### src/rtl/fetch_unit_pkg.sv
// Shared pipeline definitions for the front end: datapath width, the bubble
// instruction, and the IF/ID record.
package fetch_unit_pkg;

  localparam int XLEN = 32;
  localparam logic [XLEN-1:0] NOP_INST = 32'h0000_0013;

  typedef struct packed {
    logic            valid;
    logic [XLEN-1:0] pc;
    logic [XLEN-1:0] inst;
  } if_id_t;

endpackage

### src/rtl/fetch_fifo2.sv
// Two-entry FIFO with a registered head; push and pop may coincide when
// non-empty, and flush/rst empty it.
module fetch_fifo2 #(
  parameter int WIDTH = 32
) (
  input  logic             clk,
  input  logic             rst,
  input  logic             flush,
  input  logic             push,
  input  logic [WIDTH-1:0] push_data,
  input  logic             pop,
  output logic [WIDTH-1:0] head,
  output logic [1:0]       count
);

  logic [WIDTH-1:0] slot [2];
  logic [1:0]       count_reg;
  logic             do_push;
  logic             do_pop;
  logic             wr_idx;

  assign do_pop  = pop && (count_reg != 2'd0);
  assign do_push = push && ((count_reg != 2'd2) || do_pop);
  // Slot 0 is always the head; a pop shifts slot 1 down before the write lands.
  assign wr_idx  = (count_reg == 2'd2) || ((count_reg == 2'd1) && !do_pop);
  assign head    = slot[0];
  assign count   = count_reg;

  always_ff @(posedge clk) begin
    if (rst || flush) begin
      count_reg <= 2'd0;
    end else begin
      count_reg <= count_reg + {1'b0, do_push} - {1'b0, do_pop};
    end
  end

  always_ff @(posedge clk) begin
    if (do_pop) begin
      slot[0] <= slot[1];
    end
    if (do_push) begin
      slot[wr_idx] <= push_data;
    end
  end

endmodule

### src/rtl/fetch_unit.sv
// Instruction fetch stage: credit-limited requests to instruction memory,
// in-order response buffering, branch redirect with stale-response drop.
module fetch_unit
  import fetch_unit_pkg::*;
#(
  parameter logic [XLEN-1:0] RESET_PC = 32'h0000_0000,
  parameter logic [XLEN-1:0] NOP_INST = fetch_unit_pkg::NOP_INST
) (
  input  logic            clk,
  input  logic            rst,
  input  logic            pc_enable,
  input  logic            if_id_enable,
  input  logic            branch_taken,
  input  logic [XLEN-1:0] branch_target,
  output logic            imem_req_valid,
  output logic [XLEN-1:0] imem_req_addr,
  input  logic            imem_req_ready,
  input  logic            imem_rsp_valid,
  input  logic [XLEN-1:0] imem_rsp_data,
  output logic            if_id_valid,
  output logic [XLEN-1:0] if_id_pc,
  output logic [XLEN-1:0] if_id_inst,
  output logic            fetch_err
);

  logic [XLEN-1:0]   pc_reg;
  logic [1:0]        drop_cnt_reg;
  logic              err_reg;
  if_id_t            if_id_reg;
  logic [1:0]        outstanding;
  logic [1:0]        buf_count;
  logic [XLEN-1:0]   addr_head;
  logic [2*XLEN-1:0] buf_head;
  logic [2:0]        credits_used;
  logic              req_fire;
  logic              rsp_ok;
  logic              rsp_keep;
  logic              buf_pop;

  // In-flight plus buffered words never exceed two, so the buffer cannot overflow.
  assign credits_used   = {1'b0, outstanding} + {1'b0, buf_count};
  assign imem_req_valid = !rst && pc_enable && !branch_taken && (credits_used < 3'd2);
  assign imem_req_addr  = pc_reg;
  assign req_fire       = imem_req_valid && imem_req_ready;
  assign rsp_ok         = imem_rsp_valid && (outstanding != 2'd0);
  assign rsp_keep       = rsp_ok && !branch_taken && (drop_cnt_reg == 2'd0);
  assign buf_pop        = if_id_enable && !branch_taken && (buf_count != 2'd0);

  // The address FIFO depth doubles as the outstanding-request counter.
  fetch_fifo2 #(.WIDTH(XLEN)) u_addr_fifo (
    .clk       (clk),
    .rst       (rst),
    .flush     (1'b0),
    .push      (req_fire),
    .push_data (pc_reg),
    .pop       (rsp_ok),
    .head      (addr_head),
    .count     (outstanding)
  );

  fetch_fifo2 #(.WIDTH(2*XLEN)) u_rsp_buf (
    .clk       (clk),
    .rst       (rst),
    .flush     (branch_taken),
    .push      (rsp_keep),
    .push_data ({addr_head, imem_rsp_data}),
    .pop       (buf_pop),
    .head      (buf_head),
    .count     (buf_count)
  );

  always_ff @(posedge clk) begin
    if (rst) begin
      pc_reg       <= RESET_PC;
      drop_cnt_reg <= 2'd0;
      err_reg      <= 1'b0;
      if_id_reg    <= '{valid: 1'b0, pc: '0, inst: NOP_INST};
    end else begin
      if (branch_taken) begin
        pc_reg <= {branch_target[XLEN-1:2], 2'b00};
      end else if (req_fire) begin
        pc_reg <= pc_reg + 32'd4;
      end

      // A response landing in the redirect cycle is already discarded here.
      if (branch_taken) begin
        drop_cnt_reg <= outstanding - {1'b0, rsp_ok};
      end else if (rsp_ok && (drop_cnt_reg != 2'd0)) begin
        drop_cnt_reg <= drop_cnt_reg - 2'd1;
      end

      if (imem_rsp_valid && (outstanding == 2'd0)) begin
        err_reg <= 1'b1;
      end

      if (branch_taken || (if_id_enable && (buf_count == 2'd0))) begin
        if_id_reg.valid <= 1'b0;
        if_id_reg.inst  <= NOP_INST;
      end else if (if_id_enable) begin
        if_id_reg <= '{valid: 1'b1, pc: buf_head[2*XLEN-1:XLEN], inst: buf_head[XLEN-1:0]};
      end
    end
  end

  assign if_id_valid = if_id_reg.valid;
  assign if_id_pc    = if_id_reg.pc;
  assign if_id_inst  = if_id_reg.inst;
  assign fetch_err   = err_reg;

endmodule

### config.mk
export PLATFORM = sky130hd
export DESIGN_NAME = fetch_unit
export DESIGN_NICKNAME = d
export VERILOG_FILES = /design/src/rtl/fetch_unit_pkg.sv /design/src/rtl/fetch_fifo2.sv /design/src/rtl/fetch_unit.sv
export SDC_FILE = /design/constraint.sdc
export NUM_CORES = 1
export LEC_CHECK = 0
export CORE_MARGIN = 2
export CORE_UTILIZATION = 32
export CTS_BUF_LIST = sky130_fd_sc_hd__clkbuf_8
export CTS_CLUSTER_DIAMETER = 40
export DETAILED_ROUTE_END_ITERATION = 10
export HOLD_SLACK_MARGIN = 0.1
export PLACE_DENSITY = 0.56
export SLEW_MARGIN = 15
export SYNTH_ARGS = -nofsm -noshare
export SYNTH_HDL_FRONTEND = slang
export SYNTH_SLANG_ARGS = --single-unit
### constraint.sdc
create_clock -name clk -period 18.3 [get_ports clk]
set_clock_uncertainty 0.15 [all_clocks]
set_input_delay 2.745 -clock clk [delete_from_list [all_inputs] [get_ports clk]]
set_output_delay 2.745 -clock clk [all_outputs]
set_load 0.01 [all_outputs]
==> impl_metrics.py <==
metrics = {
    "synthesis": {
        "synth.avg_cell_area_um2": 13.7,
        "syn_inst": 822,
        "ys_async_sr_fraction_pct": 0,
        "yosysSeqAreaShare_pct": 66.9,
        "synth_edf_count": 184,
        "synth-seq-cells": 284,
        "synth.distinct_cells": 61,
        "yosysWarnings": 0,
        "netlist_area_mm2": 0.0112,
        "yosys.area.top_type_share_pct": 49.1,
        "synthTopCellsByArea": "edfxtp_1, dfxtp_1, mux2_2",
        "yosysTopAreaCell": "edfxtp_1",
        "synth_ff_type": "edfxtp_1",
        "synth.most_common_cell": "edfxtp_1",
        "synthTopCellsByCount": "edfxtp_1, dfxtp_1, mux2_2, nand2_1, nor2_1",
    },
    "sta": {
        "timing.hold.ws_ns": 0.298,
        "period_needed_ns": 7.61,
        "finalSetupTns_ns": 0,
        "fmax_mhz": 131,
        "min_period_over_period_pct": 41.6,
        "finalMaxSlewViolations": 0,
        "tightestPinTransition_ns": 1.00,
        "rsz0062_at_grt": "false",
        "hold_viol": 0,
        "slew_headroom_pct": 33.3,
        "setup_viol": 0,
    },
    "detailed_routing": {
        "firstDrtPassIters": 4,
        "vias": 6964,
        "routed_wl_um": 24700,
        "avgRoutedWirePerCell_um": 16.5,
        "drtAntennaViolNets": 0,
        "vias_per_cell": 4.64,
        "drc_errors": 0,
        "drt_iter0_drc": 319,
    },
    "worst_hold_path": {
        "hp-class": "reg -> reg",
    },
    "clock_network": {
        "cts_resized": 0,
        "postCtsSetupBuffers": 0,
        "clock-sinks": 284,
        "numCtsBuffers": 52,
        "root_buffer": "clkbuf_8",
        "clkTransAtPathRegs_ns": 0.06,
        "h-tree-depth": 2,
        "cts_tree": "yes",
        "postCtsHoldBufs": 0,
        "clockBufferDepth": 3,
        "clock_latency_ns": 0.58,
    },
    "floorplan": {
        "core_area_mm2": 0.0345,
        "die_area_mm2": 0.0367,
        "num_rows": 68,
        "die_y_um": 191,
        "pin_count": 170,
        "die_w_um": 191,
        "start_util_pct": 32.6,
    },
    "critical_path": {
        "r2r_slack_ns": 14.46,
        "cp.required_ns": 15.41,
        "path_class": "in -> out",
        "end_kind": "output pin",
        "crit_fanout": 29,
        "crit_arrival_ns": 4.71,
        "crit_path_start_kind": "primary input",
    },
    "global_route": {
        "antenna_found_initial": 0,
        "grt_max_degree": 68,
        "grt_pass1_wl_um": 38900,
        "overflow": 0,
        "grt_pass1_vias": 6950,
        "track_usage_pct": 13.4,
    },
    "power": {
        "ir_worst_vdd_v": 0.0000519,
        "power_density_mw_per_mm2": 102,
        "p_leak_nw": 4.85,
    },
    "status": {
        "status": "finished, final reports clean",
    },
    "finish": {
        "multiInputGateArea_mm2": 0.00341,
        "regMostFlops": "u_rsp_buf.slot",
        "synthToLayoutAreaGrowth_pct": 27.3,
        "regArea_mm2": 0.00753,
        "diodes": 0,
        "fin_util_pct": 41.4,
        "fin_nets": 1080,
        "largest_register_ffs": 124,
        "fillers": 3265,
        "drive_gt1_share_pct": 18.9,
    },
    "place": {
        "port_buffers": 163,
        "place.gp.congestion": 0.749,
        "hpwl_um": 15200,
    },
    "run": {
        "maxCapViolCount": 0,
    },
}
path summary, 6_finish.rpt:
kind,startpoint,endpoint,cells past startpoint
worst max-delay path,branch_taken,imem_req_valid,5
worst min-delay path,u_addr_fifo.slot[0][29]$_DFFE_PP_,u_rsp_buf.slot[1][61]$_DFFE_PP_,0
worst min register to register,u_addr_fifo.slot[0][29]$_DFFE_PP_,u_rsp_buf.slot[1][61]$_DFFE_PP_,0
worst max register to register,u_addr_fifo.count[1]$_SDFF_PP0_,u_rsp_buf.slot[0][19]$_DFFE_PP_,6
power by group:
part	switching (mW)	leakage [nW]	internal, mW
Sequential	0.0194	2.48	0.720
Clock	0.270	0.619	0.335
Combinational	0.0629	1.75	0.0572
area by class of cell:
| cell class | instances | area share (%) |
|---|---|---|
| clock buffers | 61 | 5.86 |
| clock inverters | 37 | 1.63 |
| inverters | 12 | 0.315 |
| multi-input cells | 479 | 23.8 |
| flip-flops and latches | 284 | 52.6 |
| well taps | 455 | 3.98 |
| repair buffers | 172 | 11.8 |
placed cells by master (no fill, tap or decap), types with 7 or more instances in the layout:
master	Yosys	final
nor2b_1	7	7
o22ai_1	10	10
o21ai_0	7	7
nand2_1	81	81
and2_1	13	13
clkdlybuf4s50_1	0	161
ha_1	7	7
edfxtp_1	184	184
inv_1	11	31
a211oi_1	7	7
a31oi_1	10	10
nor3_1	8	8
xnor2_1	14	14
xor2_1	11	11
a21oi_1	39	38
mux2i_1	29	29
nor2_1	61	61
dfxtp_1	100	100
clkbuf_8	0	61
nand4_1	10	10
nand3_1	10	10
mux2_2	92	92
buf_4	5	9
metrics by stage:
step / area, µm² / cells / worst slack, ns / power (mW)
after floorplan: 11300 / 825 / 9.80 / 0.822
after global placement: 13200 / 1402 / 10.64 / 0.872
after detailed placement: 13200 / 1402 / 10.70 / 0.874
after CTS: 14300 / 1500 / 10.67 / 1.49
after global routing: 14300 / 1500 / 10.61 / 1.53
final: 14300 / 1500 / 10.69 / 1.46
routing by layer:
layer	vias up	wire [µm]	global-route usage (%)
li1	3369	-	-
met1	3337	12100	19.0
met2	216	10500	20.1
met3	42	1580	3.19
met4	0	504	4.20
met5	-	0	0
logic make-up after synthesis:
group / after synthesis / synth area share [%]
compound gates: 94 / 5.29
xor+xnor: 25 / 1.95
fa+ha+maj: 8 / 0.957
buf+inv: 62 / 3.02
flops: 284 / 66.9
mux: 122 / 11.9
other cells: 1 / 0.0333
simple gates: 226 / 9.93
worst max-delay path, cell delays in order:
cell and delay (ns):
clkdlybuf4s50_1 0.39, buf_4 0.24, or2_1 0.39, nor4b_1 0.35, clkdlybuf4s50_1 0.60
Note: power is estimated with default switching activity, not from simulation.
